**config.mk**
```make
export PLATFORM = sky130hd
export DESIGN_NAME = buf_reader
export DESIGN_NICKNAME = d
export VERILOG_FILES = /design/src/rtl/buf_reader.sv
export SDC_FILE = /design/constraint.sdc
export NUM_CORES = 1
export LEC_CHECK = 0
export ABC_AREA = 0
export ABC_CLOCK_PERIOD_IN_PS = 8000
export BUFFER_PORTS_ARGS = -buffer_cell sky130_fd_sc_hd__buf_2
export CAP_MARGIN = 25
export CELL_PAD_IN_SITES_DETAIL_PLACEMENT = 0
export CELL_PAD_IN_SITES_GLOBAL_PLACEMENT = 1
export CORE_UTILIZATION = 44
export CTS_CLUSTER_DIAMETER = 150
export DETAILED_ROUTE_END_ITERATION = 8
export PLACE_DENSITY_LB_ADDON = 0.3
export SYNTH_ARGS = -nofsm -noshare
export SYNTH_HDL_FRONTEND = slang
export SYNTH_SLANG_ARGS = --single-unit
```
**constraint.sdc**
```tcl
create_clock -name clk -period 8 [get_ports clk]
set_input_delay 1.2 -clock clk [delete_from_list [all_inputs] [get_ports clk]]
set_output_delay 1.2 -clock clk [all_outputs]
set_load 0.03 [all_outputs]
```
**src/rtl/buf_reader.sv**
```systemverilog
// buf_reader: streams L words out of a synchronous-read buffer RAM through a 2-entry FIFO with a bypass path.
// Optional feature: define BUF_READER_ID_CHECK_EN to flag (sticky id_err) any returned word whose id >= NUM_COL.
module buf_reader #(
  parameter int DATA_WIDTH  = 16,
  parameter int NUM_COL     = 10,
  parameter int BUFFER_SIZE = 512,
  localparam int IW = $clog2(NUM_COL) + 1,
  localparam int AW = $clog2(BUFFER_SIZE)
) (
  input  logic                     clk,
  input  logic                     rstn,
  input  logic                     unload,
  input  logic [AW:0]              len,
  output logic                     rd_en,
  output logic [AW-1:0]            rd_addr,
  input  logic [DATA_WIDTH+IW-1:0] rd_data,
  output logic [DATA_WIDTH-1:0]    data_out,
  output logic [IW-1:0]            id_out,
  output logic [AW-1:0]            addr_out,
  output logic                     out_valid,
  input  logic                     out_ready,
  output logic                     busy,
  output logic                     done,
  output logic                     id_err
);

  typedef enum logic [1:0] {S_IDLE, S_READ, S_DRAIN, S_DONE} state_t;

  localparam logic [AW:0]   LEN_MAX = (AW+1)'(BUFFER_SIZE);
  localparam logic [AW:0]   ONE_L   = (AW+1)'(1);
  localparam logic [AW-1:0] ONE_A   = AW'(1);

  state_t                state_q, state_d;
  logic [AW:0]           len_q, len_d;
  logic [AW:0]           issued_q, issued_d;
  logic [AW-1:0]         rd_addr_q, rd_addr_d;
  logic [AW:0]           eff_len;
  logic                  inflight_q;
  logic [AW-1:0]         fl_addr_q;
  logic [1:0]            count_q, count_d;
  logic                  wr_ptr_q, rd_ptr_q;
  logic [DATA_WIDTH-1:0] mem_data_q [2];
  logic [IW-1:0]         mem_id_q   [2];
  logic [AW-1:0]         mem_addr_q [2];
  logic                  fifo_nonempty, fifo_pop, push;

  assign eff_len = (len > LEN_MAX) ? LEN_MAX : len;

  // A returning word skips the FIFO when the FIFO is empty and the consumer takes it now.
  assign fifo_nonempty = (count_q != 2'd0);
  assign out_valid     = fifo_nonempty | inflight_q;
  assign fifo_pop      = fifo_nonempty & out_ready;
  assign push          = inflight_q & ~(~fifo_nonempty & out_ready);
  assign count_d       = count_q + {1'b0, push} - {1'b0, fifo_pop};

  assign rd_addr = rd_addr_q;
  assign busy    = (state_q != S_IDLE);

  always_comb begin
    state_d   = state_q;
    len_d     = len_q;
    issued_d  = issued_q;
    rd_addr_d = rd_addr_q;
    rd_en     = 1'b0;
    done      = 1'b0;
    case (state_q)
      S_IDLE: begin
        if (unload) begin
          len_d     = eff_len;
          issued_d  = '0;
          rd_addr_d = '0;
          state_d   = (eff_len == '0) ? S_DONE : S_READ;
        end
      end
      S_READ: begin
        // Never let buffered plus outstanding words exceed the two FIFO slots.
        if ((issued_q < len_q) && (({1'b0, count_q} + {2'b00, inflight_q}) < 3'd2)) begin
          rd_en     = 1'b1;
          issued_d  = issued_q + ONE_L;
          rd_addr_d = rd_addr_q + ONE_A;
        end
        if (issued_d == len_q) state_d = S_DRAIN;
      end
      S_DRAIN: begin
        // No reads issue here, so an empty FIFO next cycle also means nothing is in flight.
        if (count_d == 2'd0) state_d = S_DONE;
      end
      S_DONE: begin
        done    = 1'b1;
        state_d = S_IDLE;
      end
      default: state_d = S_IDLE;
    endcase
  end

  always_ff @(posedge clk) begin
    if (!rstn) begin
      state_q    <= S_IDLE;
      len_q      <= '0;
      issued_q   <= '0;
      rd_addr_q  <= '0;
      inflight_q <= 1'b0;
      count_q    <= 2'd0;
      wr_ptr_q   <= 1'b0;
      rd_ptr_q   <= 1'b0;
    end else begin
      state_q    <= state_d;
      len_q      <= len_d;
      issued_q   <= issued_d;
      rd_addr_q  <= rd_addr_d;
      inflight_q <= rd_en;
      count_q    <= count_d;
      if (push)     wr_ptr_q <= ~wr_ptr_q;
      if (fifo_pop) rd_ptr_q <= ~rd_ptr_q;
    end
  end

  always_ff @(posedge clk) begin
    if (rd_en) fl_addr_q <= rd_addr_q;
    if (push) begin
      mem_data_q[wr_ptr_q] <= rd_data[DATA_WIDTH+IW-1:IW];
      mem_id_q[wr_ptr_q]   <= rd_data[IW-1:0];
      mem_addr_q[wr_ptr_q] <= fl_addr_q;
    end
  end

  always_comb begin
    data_out = '0;
    id_out   = '0;
    addr_out = '0;
    if (fifo_nonempty) begin
      data_out = mem_data_q[rd_ptr_q];
      id_out   = mem_id_q[rd_ptr_q];
      addr_out = mem_addr_q[rd_ptr_q];
    end else if (inflight_q) begin
      data_out = rd_data[DATA_WIDTH+IW-1:IW];
      id_out   = rd_data[IW-1:0];
      addr_out = fl_addr_q;
    end
  end

`ifdef BUF_READER_ID_CHECK_EN
  localparam logic [IW-1:0] ID_LIMIT = IW'(NUM_COL);
  logic id_err_q;
  logic id_bad;
  assign id_bad = inflight_q & (rd_data[IW-1:0] >= ID_LIMIT);
  always_ff @(posedge clk) begin
    if (!rstn)       id_err_q <= 1'b0;
    else if (id_bad) id_err_q <= 1'b1;
  end
  assign id_err = id_err_q | id_bad;
`else
  assign id_err = 1'b0;
`endif

endmodule

```
==> summary.md, run 1 <==
| Metric | Value |
|---|---|
| Row Count | `38` |
| Critical path required time | `6800 ps` |
| Worst R2R Setup Slack | `4930 ps` |
| CTS Root Cell | `clkbuf_16` |
| Deepest clock path buffer count | `2` |
| Crit path max-delay family | `compound AO/OA/AOI/OAI gates` |
| Final ANT Viol Nets | `0` |
| Syn avg cell area | `10.9 um^2` |
| DR DRC count | `0` |
| CTS tree | `built` |
| Max-cap violations | `0` |
| TNS Setup | `0 ps` |
| CTS sink cnt | `106` |
| Post-CTS Hold Buffers | `0` |
| Net Count, Synth | `519` |
| F_max | `262 MHz` |
| Most area-consuming cells after synthesis | `edfxtp_1 41%, dfxtp_1 15%, mux2i_1 5.9%` |
| Kind of start point of the critical path | `flop` |
| Hold wc startpoint | `fl_addr_q[0]` |
| DIE HEIGHT | `109 um` |
| Comb power frac | `40.4%` |
| Clock transition at path regs | `70 ps` |
| Seq/Total Area, Yosys | `55.5%` |
| GRT Overall Usage | `18.9%` |
| HPWL Detailed | `7610 um` |
| RSZ-0062 raised after global routing | `false` |
| FF+latch count, synth | `106` |
| Initial antenna violation count | `0` |
| Post-CTS resize count | `0` |
| Internal Power | `1100 uW` |
| Ys Warns | `0` |
| Clk pwr share | `22.4%` |
| Hold path cells | `0` |
| Post-synth EDFFs | `69` |
| Number of global-route vias before repair | `3,390` |
| Nets@finish | `590` |
| PortBufs | `77` |
| Clock Latency Late Sink | `350 ps` |
| Pleak | `0.00222 uW` |
| CP Class | `reg -> out` |
| Reg power frac | `37.2%` |
| Detailed Route Iter0 Violations | `209` |
| Slew HR | `36.7%` |
| Final Hold Vio Count | `0` |
| Fill count | `977` |
| N_diodes | `0` |
| Worst setup startpoint | `len_q[9]` |
| VDD IR-drop max | `0.183 mV` |
| Largest net degree at the start of global routing | `39` |
| Placed instance area | `5610 um^2` |
| Cell taking the most area after synthesis | `edfxtp_1` |
| Crit path largest cell delay | `370 ps` |
| Synth top area share | `40.9%` |
| Worst r2r dst | `state_q[1]` |
| Synth cell count leaders | `69 x edfxtp_1, 41 x o21ai_0, 37 x dfxtp_1, 37 x nor2_1, 36 x nand3_1` |
| R2R cell count | `14` |
| Endpoint class of the critical path | `output pin` |
| Main synth FF type | `edfxtp_1` |
| Psw | `768 uW` |
| Actual slew at the worst max-slew pin | `950 ps` |
| Initial Util | `46.0%` |
| Switching portion of total power | `41.1%` |
| CP max stage cell | `dfxtp_1` |
| DRT Wirelength | `10,900 um` |
| Synthesized cell area | `5070 um^2` |
| Clock skew | `9.64 ps` |
| Final Slew Violations | `0` |
| Worst Hold Class | `reg -> reg` |
| Cells along the critical path | `inv_1 > ha_1 > a211oi_1 > o211a_1 > o41a_1 > nand2_1 > nor2_1 > buf_4 > buf_2` |
| WL per Instance | `15.9 um` |
| Ys async rst share | `0%` |
| Min cycle time layout | `3820 ps` |
| Post-DR vias/cell | `5.42` |
| WP data arrival | `2620 ps` |
| Post-route cell area | `5900 um^2` |
| Layout cells sized above 1 | `20.5%` |
| Postcts setup bufs | `0` |
| Pre-Repair DR Iteration Count | `5` |
| Reg2Reg Launch Point | `count_q[0]` |
| Vias | `3,698` |
| Synth-to-layout area growth | `16.3%` |
| Ports | `79` |
| Die Span X | `109 um` |
| # H-tree levels | `3` |
| # setup viols final | `0` |
| Mapped Cells | `466` |
| Final Cycle Share | `47.8%` |
| GR Overflow Total | `0` |
| Power density over cell area | `317 nW/um^2` |
| Max FO, Critical Path | `11` |
| Outcome | `completed` |
| Die area | `12,000 um^2` |
| Most common cell in the netlist | `edfxtp_1` |
| Total CTS buffers | `9` |
| CP bufs+invs | `3` |
| Routability Congestion | `0.907` |
| Core box area | `11,000 um^2` |
| Worst Hold Path EP | `mem_addr_q[0][0]` |
| Distinct cells, synth | `50` |
| First-pass GRT wire length | `17,200 um` |
[registers in the layout, indices dropped and copies added, names as in the netlist, named ones only]
signal      flops
state_q         2
mem_data_q     32
issued_q       10
count_q         2
rd_addr         9
mem_id_q       10
fl_addr_q       9
rd_ptr_q        1
inflight_q      1
wr_ptr_q        1
mem_addr_q     18
len_q          10
[layout make-up]
type                            instances  area [um^2]  share of cell area (%)
Clock buffer                            9          225                    3.82
Timing Repair Buffer                   83          450                    7.64
Tap cell                              140          175                    2.97
Multi-Input combinational cell        319         2100                    35.7
Sequential cell                       106         2810                    47.7
Clock inverter                          7         61.3                    1.04
Inverter                               18         67.6                    1.15
[placed cells by master (no fill, tap or decap), types with 5 or more instances in the layout]
cell       netlist  final
dfxtp_1         37     36
nand4_1          9      9
a211oi_1         5      5
and2_1           6      6
nor3_1           7      7
nand3_1         36     36
nor3b_1          9      9
mux2i_1         30     30
nand2_1         24     24
ha_1            18     18
a21oi_1         28     28
xor2_1          11     11
inv_1           18     18
xnor2_1         13     13
o21ai_0         41     41
clkbuf_16        0      9
buf_4            1      5
nor2_1          37     34
edfxtp_1        69     69
buf_2            0     77
[power groups by stage]
stage / registers, uW / logic, uW / clock network, uW
2_1_floorplan: 672 / 573 / 0
3_3_place_gp: 708 / 723 / 0
3_5_place_dp: 709 / 760 / 0
4_1_cts: 696 / 761 / 430
5_1_grt: 702 / 830 / 452
6_report: 696 / 754 / 419
[stage by stage]
stage	hold WS [ps]	total power (uW)	util [%]	setup WS [ps]	cells
detailed placement	468	1470	50.9	4590	666
global route	486	1980	53.5	4000	682
CTS	479	1890	53.5	4200	682
floorplan	446	1250	-	4480	466
finish	477	1870	53.5	4180	682
global placement	462	1430	50.6	4630	665
[layer usage]
| layer | vias up | wire, um | GRT usage, % | part of all wire [%] |
|---|---|---|---|---|
| met5 | - | 0 | 0 | 0 |
| met4 | 0 | 149 | 7.14 | 1.4 |
| met3 | 13 | 485 | 2.55 | 4.5 |
| met2 | 85 | 5190 | 31.4 | 48 |
| met1 | 1752 | 5030 | 25.2 | 46 |
| li1 | 1848 | - | - | - |
[worst max path at each step]
stage / end / slack [ps] / cells past startpoint
after floorplan: rd_en / 4480 / 7
after detailed placement: rd_en / 4590 / 9
after global placement: rd_en / 4630 / 9
after global routing: rd_en / 4000 / 9
after CTS: rd_en / 4200 / 9
final: rd_en / 4180 / 9
[logic make-up (layout without fill, tap and decap cells)]
kind of cell / count (synthesis) / in the layout / synth area share (%)
fa+ha+maj: 18 / 18 / 4.44
simple gates: 149 / 149 / 15.2
compound gates: 95 / 95 / 11.0
mux: 32 / 32 / 6.44
other cells: 1 / 1 / 0.0740
xor+xnor: 24 / 24 / 4.15
flops: 106 / 106 / 55.5
buf+inv: 41 / 117 / 3.26
[worst register-to-register path, cell delays in order (launching register included)]
cell	delay, ps
dfxtp_1	350
nor2_4	460
buf_16	250
nand2_1	90
nand2_1	150
ha_1	260
inv_1	60
ha_1	150
xnor2_1	150
xnor2_1	110
o21ai_0	150
nand2_1	120
nor4_4	350
a211oi_1	130
a211oi_1	220
No activity file was read; power rests on OpenSTA's default activity.
==> run 2: changes to the inputs <==
- ABC_CLOCK_PERIOD_IN_PS: 8000 -> 3500
- CORE_UTILIZATION: 44 -> 40
- clock period: 8 -> 3.5 ns (I/O delays scaled with it)
==> run 2 against run 1 <==
Net effect: sequential power is 130% higher; power rose by 130%; cell area rose by 1.2%; non-clock buffer count increased by 1; register-to-register slack worse by 4400 ps; highest routed layer unchanged; clock-buffer cell count is 4 higher; largest power group unchanged; cell count rose by 4.3%; largest cell class unchanged; clock power rose to 2.5 times the previous value; global-route usage shrank 1.6 points.
==> summary.md, run 2 (synthesized netlist as in run 1, its figures left out) <==
| Metric | Value |
|---|---|
| Outcome | `completed` |
| Post-CTS resize count | `0 (unchanged)` |
| Actual slew at the worst max-slew pin | `955 ps (+5.82 ps)` |
| Deepest clock path buffer count | `2 (unchanged)` |
| Placed instance area | `5650 um^2 (+0.71%)` |
| Number of global-route vias before repair | `3,499 (+3.2%)` |
| Nets@finish | `591 (+0.17%)` |
| First-pass GRT wire length | `17,400 um (+1.6%)` |
| Cells along the critical path | `inv_1 > ha_1 > a211oi_1 > o211a_1 > o41a_1 > nand2_1 > nor2_1 > buf_2` |
| PortBufs | `77 (unchanged)` |
| CP Class | `reg -> out` |
| Die area | `13,100 um^2 (+9.8%)` |
| # setup viols final | `0 (unchanged)` |
| GRT Overall Usage | `17.3% (-1.6 points)` |
| RSZ-0062 raised after global routing | `false` |
| Final Util | `49.1% (-4.4 points)` |
| TNS Setup | `0 ps (unchanged)` |
| Max FFs per register | `32 (unchanged)` |
| Vias | `3,735 (+1.0%)` |
| Post-CTS Hold Buffers | `0 (unchanged)` |
| WL per Instance | `15.3 um (-4.1%)` |
| DRT Wirelength | `10,800 um (about the same)` |
| Clk pwr share | `24.3% (+1.9 points)` |
| Min cycle time layout | `3050 ps` |
| Most frequent cells in the layout | `77 x buf_2, 69 x edfxtp_1, 41 x o21ai_0` |
| Max-cap violations | `0 (unchanged)` |
| Endpoint class of the critical path | `output pin` |
| Largest net degree at the start of global routing | `39 (unchanged)` |
| Reg power frac | `36.9% (-0.3 points)` |
| N_diodes | `0 (unchanged)` |
| Initial Util | `41.7% (-4.3 points)` |
| Initial antenna violation count | `0 (unchanged)` |
| Post-route cell area | `5970 um^2 (+1.2%)` |
| CTS sink cnt | `106 (unchanged)` |
| Ports | `79 (unchanged)` |
| Internal Power | `2620 uW (+140%)` |
| Clock Latency Late Sink | `340 ps (about the same)` |
| HPWL Detailed | `7710 um (+1.2%)` |
| Switching portion of total power | `39.7% (-1.4 points)` |
| Layout cells sized above 1 | `20.3% (-0.22 points)` |
| Comb power frac | `38.8% (-1.6 points)` |
| F_max | `328 MHz` |
| Clock skew | `5.89 ps (-3.75 ps)` |
| Biggest register | `mem_data_q` |
| VDD IR-drop max | `0.238 mV (+30%)` |
| CTS Root Cell | `clkbuf_16` |
| Routability Congestion | `0.788 (-13%)` |
| Final Slew Violations | `0 (unchanged)` |
| Max FO, Critical Path | `7 (-4)` |
| Worst Hold Class | `in -> reg` |
| DIE HEIGHT | `115 um (+4.8%)` |
| Synth-to-layout area growth | `17.7%` |
| Crit path largest cell delay | `370 ps (about the same)` |
| Row Count | `40 (+5.3%)` |
| Power density over cell area | `729 nW/um^2 (+130%)` |
| # H-tree levels | `3 (unchanged)` |
| Total CTS buffers | `9 (unchanged)` |
| Regs by FF count | `mem_data_q (32), mem_addr_q (18)` |
| Core box area | `12,200 um^2 (+10%)` |
| Crit path max-delay family | `compound AO/OA/AOI/OAI gates` |
| Final ANT Viol Nets | `0 (unchanged)` |
| GR Overflow Total | `0 (unchanged)` |
| CTS tree | `built` |
| Clock transition at path regs | `70 ps (about the same)` |
| CP max stage cell | `dfxtp_1` |
| Psw | `1730 uW (+130%)` |
| Die Span X | `115 um (+4.8%)` |
| Kind of start point of the critical path | `flop` |
| CP bufs+invs | `2 (-1)` |
| Post-DR vias/cell | `5.25 (-3.1%)` |
| Detailed Route Iter0 Violations | `318 (+52%)` |
| Postcts setup bufs | `0 (unchanged)` |
| Final Hold Vio Count | `0 (unchanged)` |
| Final Cycle Share | `87.1%` |
| Most common cell after layout, fill and taps aside | `buf_2` |
| DR DRC count | `0 (unchanged)` |
| Slew HR | `36.3% (-0.39 points)` |
| Pleak | `0.00223 uW (+0.49%)` |
| Critical path required time | `2970 ps (-3830 ps)` |
| Pre-Repair DR Iteration Count | `4 (-1)` |
| WP data arrival | `2520 ps (-100 ps)` |
==> run 2: final cells by class <==
type	instances	area (um^2)
fill	1127	6190
sequential	106	2810
multi-input combinational	319	2110
timing repair buffer	84	450
clock buffer	13	272
tap	168	210
inverter	18	67.6
clock inverter	3	46.3
==> run 2: power by group through the flow <==
stage / Combinational (uW) / Sequential, uW / Clock, uW
after global routing: 1840 / 1630 / 1130
after floorplan: 1310 / 1540 / 0
after detailed placement: 1700 / 1640 / 0
after global placement: 1680 / 1630 / 0
final: 1690 / 1610 / 1060
after CTS: 1700 / 1610 / 1080
==> run 2: final timing paths <==
kind                       to  cells after the start  startpoint  slack [ps]
max reg2reg        state_q[0]                     11  inflight_q         570
min reg2reg      fl_addr_q[8]                      0  rd_addr[8]         480
min          mem_data_q[0][4]                      1  rd_data[9]         390
max                     rd_en                      8    len_q[9]         450
==> run 2: per-layer routing <==
metal	global-route usage [%]	vias to the layer above	wire, um
li1	-	1855	-
met1	22.0	1777	4880
met2	28.5	87	5320
met3	2.86	16	419
met4	8.31	0	232
met5	0	-	0
==> run 2: metrics by stage <==
stage               std cells  hold WS (ps)  total power, uW  setup WS (ps)
floorplan                 466           446             2850            656
global placement          695           461             3310            751
detailed placement        695           466             3330            571
CTS                       711           375             4390            432
global route              711           378             4600            261
finish                    711           389             4350            450
==> run 3: changes to the inputs <==
--- a/config.mk
+++ b/config.mk
@@ -14,3 +14,2 @@
 export CORE_UTILIZATION = 40
-export CTS_CLUSTER_DIAMETER = 150
 export DETAILED_ROUTE_END_ITERATION = 8
==> constraint.sdc (replaced) <==
create_clock -name clk -period 3.5 [get_ports clk]
set_input_delay 0 -clock clk [delete_from_list [all_inputs] [get_ports clk]]
set_output_delay 0 -clock clk [all_outputs]
set_load 0.03 [all_outputs]
==> run 3 against run 2 <==
Net effect: combinational power is essentially flat; core utilization grew 1.7 points; sequential share of layout area shrank 1.5 points; cell area grew 3.4%; largest cell class unchanged; largest power group unchanged; critical path depth grew 2; die area is the same; register-to-register slack gained 80 ps; wire length grew 4.6%; cell count grew 3.1%.
==> summary.md, run 3 (synthesized netlist as in run 1, its figures left out) <==
| Metric | Value |
|---|---|
| Outcome | `completed` |
| # setup viols final | `0 (unchanged)` |
| Met3 routed WL | `423 um (+0.95%)` |
| Row Count | `40 (unchanged)` |
| Kind of start point of the critical path | `flop` |
| RSZ-0062 raised after global routing | `false` |
| Final Hold Vio Count | `0 (unchanged)` |
| F_max | `351 MHz (+7.1%)` |
| Clock skew | `12.6 ps (+6.71 ps)` |
| CTS Root Cell | `clkbuf_16` |
| CP Class | `reg -> reg` |
| Ports | `79 (unchanged)` |
| DIE HEIGHT | `115 um (unchanged)` |
| Switching portion of total power | `40.7% (+0.95 points)` |
| Clk pwr share | `24.0% (-0.3 points)` |
| Reg2Reg Launch Point | `len_q[9]` |
| Metal-1 WL | `5230 um (+7.2%)` |
| Number of global-route vias before repair | `3,694 (+5.6%)` |
| Postcts setup bufs | `0 (unchanged)` |
| Worst Hold Class | `in -> reg` |
| TNS Setup | `0 ps (unchanged)` |
| Hold wc startpoint | `len[9]` |
| Clock transition at path regs | `70 ps (about the same)` |
| Psw | `1770 uW (+2.6%)` |
| Hold path cells | `3 (+2)` |
| Cells after DPL | `694 (-0.14%)` |
| Post-CTS resize count | `0 (unchanged)` |
| Max-cap violations | `0 (unchanged)` |
| R2R cell count | `10 (-1)` |
| CTS sink cnt | `106 (unchanged)` |
| CTS tree | `built` |
| Nets@finish | `613 (+3.7%)` |
| VDD IR-drop max | `0.324 mV (+36%)` |
| Die Span X | `115 um (unchanged)` |
| Worst R2R Setup Slack | `650 ps (+80 ps)` |
| Regs by FF count | `mem_data_q (32), mem_addr_q (18)` |
| Final ANT Viol Nets | `0 (unchanged)` |
| GR Overflow Total | `0 (unchanged)` |
| N_diodes | `0 (unchanged)` |
| Max FO, Critical Path | `7 (unchanged)` |
| Routability Congestion | `0.874 (+11%)` |
| Biggest register | `mem_data_q` |
| Fin cells | `733 (+3.1%)` |
| Deepest clock path buffer count | `2 (unchanged)` |
| Pleak | `0.00231 uW (+3.6%)` |
| Total CTS buffers | `9 (unchanged)` |
| Initial Util | `41.7% (unchanged)` |
| Initial antenna violation count | `0 (unchanged)` |
| Max FFs per register | `32 (unchanged)` |
| Actual slew at the worst max-slew pin | `972 ps (+16.3 ps)` |
| Internal Power | `2580 uW (-1.4%)` |
| DRT Wirelength | `11,400 um (+4.6%)` |
| First-pass GRT wire length | `18,000 um (+3.4%)` |
| DR DRC count | `0 (unchanged)` |
| Final Slew Violations | `0 (unchanged)` |
| # H-tree levels | `3 (unchanged)` |
| Top sig layer | `met4` |
| Largest net degree at the start of global routing | `39 (unchanged)` |
| Slew HR | `35.2% (-1.1 points)` |
| Tot Pwr | `4360 uW (+0.18%)` |
| Reg power frac | `36.7% (-0.2 points)` |
| WL per Instance | `15.5 um (+1.5%)` |
| Final Util | `50.7% (+1.7 points)` |
| Critical path required time | `3750 ps (+780 ps)` |
| Synth-to-layout area growth | `21.7%` |
| WP data arrival | `3090 ps (+570 ps)` |
| Pre-Repair DR Iteration Count | `4 (unchanged)` |
| HPWL Detailed | `7700 um (-0.11%)` |
| Detailed Route Iter0 Violations | `225 (-29%)` |
| Comb power frac | `39.3% (+0.5 points)` |
| Most common cell after layout, fill and taps aside | `buf_2` |
| Metal2 WL | `5590 um (+5.2%)` |
| Die area | `13,100 um^2 (unchanged)` |
| PortBufs | `77 (unchanged)` |
| Most frequent cells in the layout | `77 x buf_2, 69 x edfxtp_1, 41 x o21ai_0` |
| Vias | `3,760 (+0.67%)` |
| GRT Overall Usage | `17.7% (+0.43 points)` |
| Layout cells sized above 1 | `19.5% (-0.79 points)` |
| Min cycle time layout | `2850 ps (-201 ps)` |
| Clock Latency Late Sink | `340 ps (about the same)` |
| Worst r2r dst | `state_q[1]` |
| Power density over cell area | `706 nW/um^2 (-3.1%)` |
| Final Cycle Share | `81.4% (-5.8 points)` |
| Core box area | `12,200 um^2 (unchanged)` |
| Post-DR vias/cell | `5.13 (-2.4%)` |
| Crit path to | `state_q[1]` |
| Endpoint class of the critical path | `flop` |
| Worst setup startpoint | `len_q[9]` |
## run 3: what timing repair did
item	in CTS	in global routing
hold endpoints to repair	45	0
hold buffers	23	0
endpoints found under the setup margin	0	0
## run 3: metal layers
metal / global-route usage (%) / vias to the layer above
met3: 4.29 / 7
met1: 21.9 / 1771
met4: 5.19 / 0
met2: 30.5 / 93
met5: 0 / -
li1: - / 1889
## run 3: power groups by stage
| stage | combinational, uW | sequential, uW | clock, uW |
|---|---|---|---|
| 4_1_cts | 1720 | 1600 | 1080 |
| 3_3_place_gp | 1680 | 1620 | 0 |
| 3_5_place_dp | 1700 | 1630 | 0 |
| 6_report | 1710 | 1600 | 1040 |
| 2_1_floorplan | 1310 | 1540 | 0 |
| 5_1_grt | 1860 | 1610 | 1130 |
## run 3: final cells by class
type | count | area [um^2]
clock buffers | 10 | 229
flip-flops and latches | 106 | 2810
repair buffers | 106 | 661
well taps | 168 | 210
fillers | 1096 | 5990
clock inverters | 6 | 80.1
inverters | 18 | 67.6
multi-input cells | 319 | 2110
## run 3: per-stage QoR
| step | cell area (um^2) | setup slack [ps] | hold slack (ps) |
|---|---|---|---|
| detailed placement | 5630 | 733 | 208 |
| CTS | 6170 | 709 | 23.0 |
| global route | 6170 | 504 | 28.4 |
| floorplan | 5070 | 754 | 98.9 |
| global placement | 5630 | 823 | 201 |
| finish | 6170 | 652 | 33.5 |
## run 3: worst min-delay path by stage
| stage | end | slack [ps] |
|---|---|---|
| 6_report | len_q[9] | 30 |
| 2_1_floorplan | mem_data_q[0][0] | 100 |
| 5_1_grt | len_q[9] | 30 |
| 3_5_place_dp | mem_data_q[1][15] | 210 |
| 3_3_place_gp | mem_data_q[0][15] | 200 |
| 4_1_cts | len_q[9] | 20 |
## run 3: critical path: stages (launching register included)
cell	delay (ps)
dfxtp_1	380
inv_1	60
ha_1	300
a211oi_1	240
o211a_1	220
o41a_1	290
and4_1	310
mux2_2	360
a221oi_2	250
a211oi_1	130
a211oi_1	210
